--- config.mk ---
export PLATFORM = sky130hd
export DESIGN_NAME = ifu_fetch_stage
export DESIGN_NICKNAME = d
export VERILOG_FILES = /design/src/rtl/ifu_fetch_stage.sv
export SDC_FILE = /design/constraint.sdc
export NUM_CORES = 1
export LEC_CHECK = 0
export BUFFER_PORTS_ARGS = -buffer_cell sky130_fd_sc_hd__buf_2
export CORE_MARGIN = 8
export CORE_UTILIZATION = 45
export CTS_CLUSTER_DIAMETER = 150
export CTS_CLUSTER_SIZE = 24
export DETAILED_ROUTE_END_ITERATION = 16
export GPL_ROUTABILITY_DRIVEN = 0
export MAX_ROUTING_LAYER = met4
export PLACE_DENSITY = 0.76
export SYNTH_ARGS = -nofsm -noshare
export SYNTH_HDL_FRONTEND = slang
export SYNTH_SLANG_ARGS = --single-unit
--- constraint.sdc ---
create_clock -name clk -period 1.9 [get_ports clk]
set_clock_uncertainty 0.2 [all_clocks]
set_input_delay 0.19 -clock clk [delete_from_list [all_inputs] [get_ports clk]]
set_output_delay 0.19 -clock clk [all_outputs]
set_load 0.02 [all_outputs]
--- src/rtl/ifu_fetch_stage.sv ---
`timescale 1ns/1ps
// Purpose  : instruction fetch stage; owns the PC, issues one AXI-Lite read per instruction to the I-cache,
//            buffers the returned word in a one-entry output buffer, and handles redirects and fetch faults.
// Latency  : address handshake in REQ, data accepted in WAIT_R, inst_valid in OUT (one request outstanding).
// Backpress: the OUT buffer holds inst/inst_pc/inst_fault stable until inst_ready; no new fetch until then.
// Ports    : clk/rst (sync, active-high); ic_ar*/ic_r* cache read channels; fence_i -> ic_fence_i passthrough;
//            redirect_valid/redirect_pc from branch/trap logic; inst_valid/inst_ready/inst/inst_pc/inst_fault to decode.
module ifu_fetch_stage #(
    parameter logic [31:0] RESET_PC = 32'h3000_0000
) (
    input  logic        clk,
    input  logic        rst,
    output logic [31:0] ic_araddr,
    output logic        ic_arvalid,
    input  logic        ic_arready,
    input  logic [31:0] ic_rdata,
    input  logic [1:0]  ic_rresp,
    input  logic        ic_rvalid,
    output logic        ic_rready,
    input  logic        fence_i,
    output logic        ic_fence_i,
    input  logic        redirect_valid,
    input  logic [31:0] redirect_pc,
    output logic        inst_valid,
    input  logic        inst_ready,
    output logic [31:0] inst,
    output logic [31:0] inst_pc,
    output logic [1:0]  inst_fault
);

    typedef enum logic [1:0] {
        S_REQ    = 2'd0,
        S_WAIT_R = 2'd1,
        S_OUT    = 2'd2
    } state_t;

    localparam logic [1:0] FAULT_NONE   = 2'b00;
    localparam logic [1:0] FAULT_ACCESS = 2'b01;
    localparam logic [1:0] FAULT_MISAL  = 2'b10;

    state_t      state_q, state_d;
    logic [31:0] pc_q, pc_d;
    logic        kill_q, kill_d;
    logic [31:0] inst_q, inst_d;
    logic [31:0] inst_pc_q, inst_pc_d;
    logic [1:0]  fault_q, fault_d;

    logic misaligned;
    logic ar_vld;

    assign misaligned = (pc_q[1:0] != 2'b00);
    // A misaligned PC never reaches the bus; the fault is synthesised locally.
    assign ar_vld     = (state_q == S_REQ) && !misaligned;

    always_comb begin
        state_d   = state_q;
        pc_d      = pc_q;
        kill_d    = kill_q;
        inst_d    = inst_q;
        inst_pc_d = inst_pc_q;
        fault_d   = fault_q;

        case (state_q)
            S_REQ: begin
                if (redirect_valid) begin
                    pc_d = redirect_pc;
                    // Old address already accepted: its response must be dropped.
                    if (ar_vld && ic_arready) begin
                        state_d = S_WAIT_R;
                        kill_d  = 1'b1;
                    end
                end else if (misaligned) begin
                    state_d   = S_OUT;
                    inst_d    = 32'h0;
                    inst_pc_d = pc_q;
                    fault_d   = FAULT_MISAL;
                end else if (ic_arready) begin
                    state_d = S_WAIT_R;
                end
            end

            S_WAIT_R: begin
                if (redirect_valid) begin
                    pc_d = redirect_pc;
                    if (ic_rvalid) begin
                        kill_d  = 1'b0;
                        state_d = S_REQ;
                    end else begin
                        kill_d  = 1'b1;
                    end
                end else if (ic_rvalid) begin
                    if (kill_q) begin
                        // Stale response; pc already holds the redirect target.
                        kill_d  = 1'b0;
                        state_d = S_REQ;
                    end else begin
                        inst_d    = ic_rdata;
                        inst_pc_d = pc_q;
                        fault_d   = (ic_rresp != 2'b00) ? FAULT_ACCESS : FAULT_NONE;
                        state_d   = S_OUT;
                    end
                end
            end

            S_OUT: begin
                // Redirect beats a simultaneous inst_ready: the buffer is dropped, pc not incremented.
                if (redirect_valid) begin
                    pc_d    = redirect_pc;
                    state_d = S_REQ;
                end else if (inst_ready) begin
                    pc_d    = pc_q + 32'd4;
                    state_d = S_REQ;
                end
            end

            default: begin
                state_d = S_REQ;
            end
        endcase
    end

    always_ff @(posedge clk) begin
        if (rst) begin
            state_q   <= S_REQ;
            pc_q      <= RESET_PC;
            kill_q    <= 1'b0;
            inst_q    <= 32'h0;
            inst_pc_q <= 32'h0;
            fault_q   <= FAULT_NONE;
        end else begin
            state_q   <= state_d;
            pc_q      <= pc_d;
            kill_q    <= kill_d;
            inst_q    <= inst_d;
            inst_pc_q <= inst_pc_d;
            fault_q   <= fault_d;
        end
    end

    // Handshake outputs are forced low while rst is high, even before the first clock edge.
    assign ic_araddr  = pc_q;
    assign ic_arvalid = !rst && ar_vld;
    assign ic_rready  = !rst && (state_q == S_WAIT_R);
    assign inst_valid = !rst && (state_q == S_OUT);
    assign inst       = rst ? 32'h0 : inst_q;
    assign inst_pc    = rst ? 32'h0 : inst_pc_q;
    assign inst_fault = rst ? FAULT_NONE : fault_q;
    assign ic_fence_i = fence_i;

endmodule

; Yosys cells after proc, flatten, opt, wreduce, memory -nomap -nowiden
; Index checks and enable logic that the tools add are counted.
[word_totals]
memories = 0
in_bits = 73
out_inout_bits = 102
reg_bits = 101
rom_bits = 0
ram_bits = 0
latch_bits = 0
wordCells = 81
[op_classes]
n_addsub = 1
n_eq_ne = 14
reduce_logical = 17
magnitude_cmp = 0
muxes = 43
div_mod_pow = 0
multipliers = 0
n_bitwise = 0
n_shift = 0
[ops]
columns = op, count
row1 = $mux 32, 15
row2 = $pmux 32 s2, 3
row3 = $add 32x3->32 const B, 1
row4 = $mux 2, 16
row5 = $ne 2x2->1 const B, 6
row6 = $reduce_and 4->1, 2
row7 = $reduce_bool 2->1, 4
row8 = $mux 1, 6
row9 = $ne 3x3->1 const B, 2
row10 = $pmux 2 s3, 1
row11 = $reduce_and 6->1, 1
row12 = $logic_and 1x1->1, 5
row13 = $ne 2x1->1 const B, 2
row14 = $ne 4x4->1 const B, 1
row15 = $pmux 2 s2, 1
row16 = $ne 3x2->1 const B, 1
row17 = $reduce_and 3->1, 1
row18 = $eq 2x1->1 const B, 1
row19 = $eq 2x2->1 const B, 1
row20 = $logic_not 1->1, 2
row21 = $logic_not 2->1, 1
row22 = $pmux 1 s2, 1
row23 = $reduce_or 2->1, 1

; Depth between registers and ports, before layout
; Gate-level depths: netlist of run 1.
[depth]
ltp_word = 7
ltp_mapped = 9
mapped_depth_nobuf = 6

; Worst setup path after synthesis of run 1
; OpenSTA, ideal clock, no wires.
[synth_timing]
path_type = register to register
from = register pc_q[2] (netlist: ic_araddr[2])
to = register pc_q[30] (netlist: ic_araddr[30])
period_less_slack_ps = 2327
path_buffers = 1
setup_time_ps = 133
required_time_ps = 1567
slack_ps = -427
path_stages_with_launch = 8
arrival_time_ps = 1995
cell_sequence = dfxtp_1 ha_1 nand4_1 or3_1 buf_2 or4_1 o21ai_1 a2111oi_2
[synth_via]
elab_chain_cells = 4
[synth_lines]
columns = item, line_no
row1 = from (decl), 42  ; logic [31:0] pc_q, pc_d;
row2 = from (signal assigned), 132  ; pc_q <= pc_d;
row3 = $add 32x3->32, 111  ; pc_d = pc_q + 32'd4;
row4 = $mux 32, 110  ; end else if (inst_ready) begin
row5 = $mux 32, 107  ; if (redirect_valid) begin
row6 = $pmux 32 s2, 63  ; case (state_q)
; Every way passes these cells. The select of a mux whose other input is x is not followed.
; A chain may end at the register's enable or synchronous reset.

; Final worst setup path of run 1
[layout_timing]
from = register state_q[0]
to = register inst_q[23]
[layout_via]
elab_chain_cells = 3
word_cells_on_any_way = 10
classes_between = eq/ne (6) / mux (1) / reduce/logical (3)
[layout_lines]
columns = item, line_no
row1 = from (decl), 41  ; state_t state_q, state_d;
row2 = from (signal assigned), 131  ; state_q <= state_d;
row3 = $eq 2x1->1 or $logic_not 2->1 (tied branches), 63
row4 = $ne 2x2->1 (no source line) or $reduce_bool 2->1 (tied branches), -
row5 = $reduce_and 6->1 (no source line), -
row6 = to (signal assigned), 134  ; inst_q <= inst_d;
row7 = to (decl), 44  ; logic [31:0] inst_q, inst_d;
; Several ways; a longest one is shown, not always the timed one.

==> impl_metrics.tcl, run 1 <==
set metrics [dict create \
    clk_transition_reported_paths_ns 0.10 \
    die-area_um2 14800 \
    synth_flop_cell "dfxtp_1" \
    grt_max_degree 54 \
    synth.cell_area_um2 5020 \
    start_util 0.463 \
    yosys_warnings 0 \
    path_max_fanout 8 \
    grt_usage 0.255 \
    synth_cell_type_count 62 \
    drive_gt1_frac 0.454 \
    htreeDepth 3 \
    die-height_um 122 \
    ios 175 \
    grt_pass1_wl_mm 29.8 \
    status "finished with violations" \
    synth_enable_flop_cells 0 \
    period_minus_slack_ns 2.07 \
    critPathLaunchType "flip-flop" \
    finalSetupViolCount 67 \
    drt-total-wl_mm 21.0 \
    setup_tns_ns -5.67 \
    worst_slack_ns -0.168 \
    register_area_um2 2060 \
    clock-sinks 101 \
    slew_viol_final 0 \
    drt_iter0_markers 601 \
    overflow 0 \
    drtPass1Iterations 7 \
    drc_errors 0 \
    fill_cells 704 \
    clkLatencyLatePin_ns 0.36 \
    maxCapViolCount 0 \
    power.density_nw_per_um2 625 \
    seq_area_frac_synth 0.403 \
    fin_nets 973 \
    synth_most_common_cell "nand2_1" \
    top_layer_used "met4" \
    fmax_mhz 483 \
    rsz0062_at_grt "true" \
    wl_per_cell_um 20.0 \
    period_share 1.09 \
    multiInputGateArea_um2 3210 \
    core_area_um2 10800 \
    wl_met2_mm 10.4 \
    crit_path_end_kind "flip-flop" \
    min_from "rst" \
    dpl_cell_area_um2 6430 \
    cp.required_ns 2.01 \
    synthArstFlopShare 0 \
    rows 38 \
    path_class "reg -> reg" \
    routed-via-count 6049 \
    max-vdd-ir-drop_mv 0.373 \
    ant_nets 0 \
    stdcell_area_um2 8140 \
    syn_inst 621 \
    port_buffers 172 \
    antenna_found_initial 1 \
    route.met3.wl_mm 1.54 \
    syn_nets 695 \
    place_hpwl_mm 12.0 \
    synth_top_area_cell "dfxtp_1" \
    cts_buffers 9 \
    hp-class "in -> reg" \
    hold_viol 0 \
    die_w_um 122 \
    synth_area_leaders "dfxtp_1 40%, nor2b_1 8.2%, nand2_1 7.6%" \
    startpoint "state_q[0]" \
    synth_common_cells "102 x nand2_1, 101 x dfxtp_1, 66 x nor2b_1" \
    yosys_register_bits 101 \
    tightest_slew_ns 0.404 \
    netlist.area_leader.share 0.403 \
    wl_met1_mm 8.04 \
    p_leak_nw 3.84 \
    clockRootBuffer "clkbuf_8" \
    fin_util 0.751 \
    arrival_ns 2.18 \
    avgSynthCellArea_um2 8.08 \
    vias_per_cell 5.78 \
    cts_tree "yes" \
    area_growth_pct 62.2 \
    timing.rr.start "state_q[0]" \
    violations "setup timing" \
    clock_path_buffers 2 \
    grt_pass1_vias 5966 \
    max-slew-margin-rel 0.730 \
]
## flip-flops by register name, summed over array words and instances, names as in the netlist
name and flops:
fault_q 2, ic_araddr 32, inst_pc_q 32, inst_q 32, kill_q 1, state_q 2
## area by class of cell
class	count	share of cell area
Timing Repair Buffer	324	0.300
Antenna cell	2	0.000615
Clock inverter	4	0.00646
Sequential cell	101	0.253
Multi-Input combinational cell	458	0.395
Inverter	5	0.00231
Tap cell	140	0.0215
Clock buffer	12	0.0204
## worst paths after layout
kind / to / slack (ns) / cells past startpoint
min: inst_pc_q[19] / 0.01 / 2
min reg2reg: inst_pc_q[8] / 0.26 / 2
max: inst_q[23] / -0.17 / 8
max reg2reg: inst_q[23] / -0.17 / 8
## logic make-up after synthesis
logic type,Yosys count,synth area share
simple gates,297,0.315
compound gates,156,0.208
flops,101,0.403
buf+inv,62,0.0631
mux,4,0.00823
fa+ha+maj,1,0.00249
## routing by layer
| layer | GRT usage | vias to the layer above |
|---|---|---|
| met1 | 0.296 | 2886 |
| met2 | 0.420 | 349 |
| met4 | 0.133 | 0 |
| met5 | - | - |
| met3 | 0.0393 | 87 |
| li1 | - | 2727 |
## stage by stage
stage	worst slack, ns	instances	hold slack, ns	total power [mW]
3_5_place_dp	-0.154	944	0.180	3.22
2_1_floorplan	-0.146	621	0.116	2.83
4_1_cts	-0.0685	1027	0.000658	4.87
3_3_place_gp	-0.115	944	0.180	3.20
5_1_grt	-0.211	1045	0.00131	5.27
6_report	-0.168	1046	0.0138	5.09
## critical path, stage by stage (launching register included)
cell       delay, ns
dfxtp_4         0.39
buf_6           0.13
o22a_1          0.25
buf_6           0.14
nor3_4          0.25
buf_8           0.22
clkbuf_16       0.18
and3_4          0.17
a21o_1          0.09
## where the power goes
| group | switching, mW | total, mW | leakage [nW] | internal [mW] |
|---|---|---|---|---|
| clock | 0.782 | 1.51 | 0.112 | 0.732 |
| combinational | 0.696 | 1.29 | 2.89 | 0.592 |
| sequential | 0.0745 | 2.29 | 0.831 | 2.21 |
| total | 1.55 | 5.09 | 3.84 | 3.54 |
## layout by cell type, fill, tap and decap left out, drive strengths merged, types with 7 or more instances in the layout
cell type / instances
dlygate4sd3: 56
clkbuf: 17
nor3: 15
nand2: 102
nand4: 7
nor2: 26
a21oi: 57
a21o: 34
o21ai: 21
and3: 33
nor2b: 66
nand3: 11
nor4: 10
buf: 262
dfxtp: 101
## repair_timing
| item | in CTS | in global routing |
|---|---|---|
| pin swaps | 10 | 50 |
| resized for setup | 32 | 100 |
| hold buffers | 57 | 0 |
| setup endpoints to repair | 52 | 81 |
| setup buffers | 7 | 10 |
| gates cloned | 3 | 9 |
| hold endpoints to repair | 54 | 0 |
Note: power is estimated with default switching activity, not from simulation.
==> run 2: changes to the inputs <==
Settings changed: SKIP_CTS_REPAIR_TIMING set to 1.
==> impl_metrics.tcl, run 2 (synthesized netlist as in run 1, its figures left out) <==
set metrics [dict create \
    status "finished with violations" \
    violations "hold timing, setup timing" \
    tightest_slew_ns 0.412 \
    path_class "reg -> reg" \
    die_w_um 122 \
    hold_viol 8 \
    fin_util 0.747 \
    drt-total-wl_mm 20.6 \
    period_minus_slack_ns 2.03 \
    start_util 0.463 \
    port_buffers 172 \
    path_max_fanout 5 \
    ios 175 \
    period_share 1.07 \
    worst_slack_ns -0.127 \
    dpl_cell_area_um2 6430 \
    core_area_um2 10800 \
    htreeDepth 3 \
    cp.required_ns 2.00 \
    finalSetupViolCount 53 \
    grt_usage 0.219 \
    holdPathStages 4 \
    power_switching_mw 1.57 \
    reg2reg_slack_ns -0.13 \
    p_leak_nw 3.93 \
    clk_transition_reported_paths_ns 0.11 \
    startpoint "ic_araddr[12]" \
    hp-class "in -> reg" \
    overflow 0 \
    wl_per_cell_um 19.8 \
    drive_gt1_frac 0.443 \
    max-vdd-ir-drop_mv 0.374 \
    area_growth_pct 61.4 \
    drtPass1Iterations 5 \
    clock_path_buffers 2 \
    rsz0062_at_grt "true" \
    cts_buffers 9 \
    max-slew-margin-rel 0.723 \
    switching_share 0.306 \
    final_cells 1043 \
    clock-sinks 101 \
    power.density_nw_per_um2 633 \
    vias_per_cell 5.76 \
    dpl.cell_count 944 \
    combinationalPowerShare 0.256 \
    finalHoldWorstSlack_ns -0.0411 \
    min_from "redirect_pc[7]" \
    die-height_um 122 \
    die-area_um2 14800 \
    final_common_cell "buf_2" \
    ant_nets 0 \
    fin_nets 971 \
    rr_endpoint "ic_araddr[19]" \
    routed-via-count 6006 \
    critPathLaunchType "flip-flop" \
    cts_tree "yes" \
    grt_pass1_wl_mm 25.9 \
    rr_worst_depth 6 \
    layout_common_cells "171 x buf_2, 84 x nand2_1, 79 x dfxtp_1, 66 x nor2b_1, 59 x buf_4" \
    grt_pass1_vias 5229 \
    rows 38 \
    place_hpwl_mm 12.0 \
    clkLatencyLatePin_ns 0.38 \
    seq_power_share 0.446 \
    hold_end "ic_araddr[7]" \
    arrival_ns 2.13 \
    crit_path_end_kind "flip-flop" \
    drc_errors 0 \
    grt_max_degree 54 \
    clockRootBuffer "clkbuf_8" \
    total_power_mw 5.13 \
    antenna_found_initial 0 \
    internal_power_mw 3.56 \
    clkPwrFrac 0.298 \
    slew_viol_final 0 \
    maxCapViolCount 0 \
    timing.rr.start "ic_araddr[12]" \
    fmax_mhz 493 \
    stdcell_area_um2 8100 \
    drt_iter0_markers 663 \
]
[run 2: power by group through the flow]
stage               sequential, mW  combinational (mW)  clock (mW)
finish                        2.29                1.31        1.53
global route                  2.30                1.38        1.64
CTS                           2.27               0.908        1.53
detailed placement            2.32               0.905           0
global placement              2.31               0.884           0
floorplan                     2.40               0.425           0
[run 2: layer usage]
layer	global-route usage	up-vias	part of all wire
met3	0.0329	64	0.082
met1	0.270	2850	0.40
met2	0.356	360	0.49
li1	-	2732	-
met5	-	-	0
met4	0.0833	0	0.032
[run 2: how the worst max path moves through the flow]
stage	to	slack [ns]
floorplan	ic_araddr[30]	-0.15
global placement	ic_araddr[30]	-0.12
detailed placement	ic_araddr[16]	-0.15
CTS	ic_araddr[16]	-0.19
global route	ic_araddr[21]	-0.16
finish	ic_araddr[19]	-0.13
[run 2: final cells by class]
| cell class | instances | area (µm²) |
|---|---|---|
| fill | 742 | 2740 |
| clock inverter | 4 | 52.6 |
| inverter | 5 | 18.8 |
| tap | 140 | 175 |
| multi-input combinational | 459 | 3120 |
| antenna | 1 | 2.50 |
| timing repair buffer | 321 | 2490 |
| sequential | 101 | 2070 |
| clock buffer | 12 | 166 |
[run 2: metrics by stage]
stage | setup TNS [ns] | setup WS, ns
2_1_floorplan | -0.746 | -0.146
3_5_place_dp | -0.938 | -0.154
5_1_grt | -6.27 | -0.164
3_3_place_gp | -0.347 | -0.115
6_report | -2.30 | -0.127
4_1_cts | -1.88 | -0.185
[run 2: critical path, cell delays in order, from the launching register on]
cell	delay [ns]
dfxtp_2	0.38
nand4_4	0.12
or4_4	0.57
buf_6	0.18
o31ai_4	0.24
a21oi_2	0.11
a211oi_2	0.14
==> run 3: changes to the inputs <==
Settings changed: ABC_AREA set to 1, CORE_UTILIZATION 45 to 46, PLACE_DENSITY 0.76 to 0.77.
==> impl_metrics.tcl, run 3 <==
set metrics [dict create \
    p_leak_nw 3.26 \
    cp_slowest_cell "dfxtp_1" \
    critPathLaunchType "flip-flop" \
    die-height_um 123 \
    fin_util 0.645 \
    finalHoldWorstSlack_ns -0.00480 \
    rows 39 \
    clock-sinks 101 \
    finalSetupViolCount 0 \
    clock_path_buffers 2 \
    cp.required_ns 1.92 \
    antenna_cells 0 \
    drc_errors 0 \
    synth_cell_type_count 31 \
    die-area_um2 15100 \
    fmax_mhz 548 \
    route.met3.wl_mm 1.58 \
    clkLatencyLatePin_ns 0.35 \
    layout_common_cells "211 x nand2_1, 171 x buf_2, 118 x nor2_1, 106 x inv_1, 94 x dfxtp_1" \
    synth_common_cells "212 x nand2_1, 121 x nor2_1, 106 x inv_1" \
    hold_end "kill_q" \
    vias_per_cell 4.98 \
    wl_met2_mm 8.26 \
    grt_pass1_wl_mm 25.9 \
    port_buffers 172 \
    syn_nets 903 \
    cts_buffers 9 \
    rr_worst_depth 8 \
    core_area_um2 11300 \
    synth_flop_cell "dfxtp_1" \
    wl_met1_mm 7.43 \
    place_hpwl_mm 12.0 \
    slew_viol_final 0 \
    avgSynthCellArea_um2 6.32 \
    wl_per_cell_um 14.6 \
    crit_path_end_kind "flip-flop" \
    path_class "reg -> reg" \
    cp_top_family "simple AND/OR/NAND/NOR gates" \
    power.density_nw_per_um2 763 \
    synth_most_common_cell "nand2_1" \
    status "finished with violations" \
    area_growth_pct 38.7 \
    htreeDepth 3 \
    seq_area_frac_synth 0.386 \
    drt_iter0_markers 612 \
    slowest_delay_ns 0.41 \
    max-vdd-ir-drop_mv 0.413 \
    synth.cell_area_um2 5240 \
    synth_enable_flop_cells 0 \
    start_util 0.465 \
    grt_pass1_vias 5235 \
    period_share 0.960 \
    grt_usage 0.218 \
    syn_inst 829 \
    tightest_slew_ns 0.354 \
    fin_nets 1126 \
    violations "hold timing" \
    netlist.area_leader.share 0.386 \
    overflow 0 \
    clk_transition_reported_paths_ns 0.07 \
    rr_endpoint "inst_pc_q[14]" \
    hp-class "in -> reg" \
    drtPass1Iterations 5 \
    top_layer_used "met4" \
    min_from "ic_rvalid" \
    grt_max_degree 71 \
    yosys_register_bits 101 \
    antenna_found_initial 0 \
    max-slew-margin-rel 0.764 \
    maxCapViolCount 0 \
    routed-via-count 5977 \
    timing.rr.start "state_q[1]" \
    holdPathStages 4 \
    hold_viol 3 \
    synth_top_area_cell "dfxtp_1" \
    path_max_fanout 36 \
    yosys_warnings 0 \
    ant_nets 0 \
    period_minus_slack_ns 1.82 \
    timing.critical_path.buf_inv 2 \
    crit_path_frequent_cell "nor2_1" \
    reg2reg_slack_ns 0.08 \
    cts_tree "yes" \
    clockRootBuffer "clkbuf_16" \
    synthArstFlopShare 0 \
    final_common_cell "nand2_1" \
    synth_area_leaders "dfxtp_1 39%, nand2_1 15%, nor2_1 8.7%" \
    arrival_ns 1.85 \
    total_power_mw 5.55 \
    crit_chain "inv_1 > nand2_1 > nor2_1 > nor2_1 > nand2_4 > buf_12 > o21ai_0 > a21oi_1" \
    ios 175 \
    drive_gt1_frac 0.246 \
    drt-total-wl_mm 17.5 \
    die_w_um 123 \
]
run 3: cell count changes in the layout (fill, tap and decap cells not counted), sizes merged, moves of 50 or more:
cell   change
nand2    +115
inv      +104
nor2     +102
nor2b     -66
o21ai     +63
buf       -50
run 3: routing by layer:
layer | global-route usage | vias up
met5 | - | -
met4 | 0.0685 | 0
met3 | 0.0377 | 21
met2 | 0.334 | 245
met1 | 0.287 | 2672
li1 | - | 3039
run 3: cell families after synthesis:
logic type	count (synthesis)	share of synthesized area
multiplexers	1	0.00191
buffers and inverters	152	0.119
adder cells (fa/ha/maj)	1	0.00239
flip-flops	101	0.386
AND/OR/NAND/NOR	398	0.312
AO/OA/AOI/OAI	176	0.179
run 3: area by class of cell:
type	count	area, µm²
fill	1022	4010
multi-input combinational	576	2640
sequential	101	2030
timing repair buffer	255	1710
inverter	109	409
clock buffer	9	225
tap	143	179
clock inverter	6	63.8
run 3: worst min-delay path, stage by stage:
cell and delay (ns):
buf_2 0.09, o21ai_0 0.07, nand3_1 0.08, a21oi_1 0.06
run 3: stage by stage:
step / hold slack, ns / std cells / setup WS (ns) / cell area (µm²) / setup TNS [ns]
6_report: -0.00480 / 1199 / 0.0767 / 7270 / 0
5_1_grt: 0.0161 / 1199 / -0.126 / 7270 / -0.184
2_1_floorplan: 0.125 / 829 / 0.0249 / 5240 / 0
3_3_place_gp: 0.180 / 1137 / 0.108 / 6430 / 0
3_5_place_dp: 0.180 / 1137 / 0.120 / 6430 / 0
4_1_cts: -0.146 / 1152 / -0.108 / 6720 / -0.108
run 3: where the power goes:
group	switching, mW	leakage (nW)	internal, mW
registers	0.117	0.830	2.29
clock network	0.831	0.138	1.01
logic	0.783	2.29	0.512
run 3: worst max-delay path by stage:
stage	from	end	slack, ns	depth (start not counted)
detailed placement	ic_araddr[10]	ic_araddr[29]	0.12	9
global placement	ic_araddr[12]	ic_araddr[22]	0.11	9
finish	state_q[1]	inst_pc_q[14]	0.08	8
floorplan	ic_araddr[2]	ic_araddr[22]	0.02	10
global route	state_q[1]	ic_araddr[21]	-0.13	7
CTS	state_q[0]	ic_rready	-0.11	6
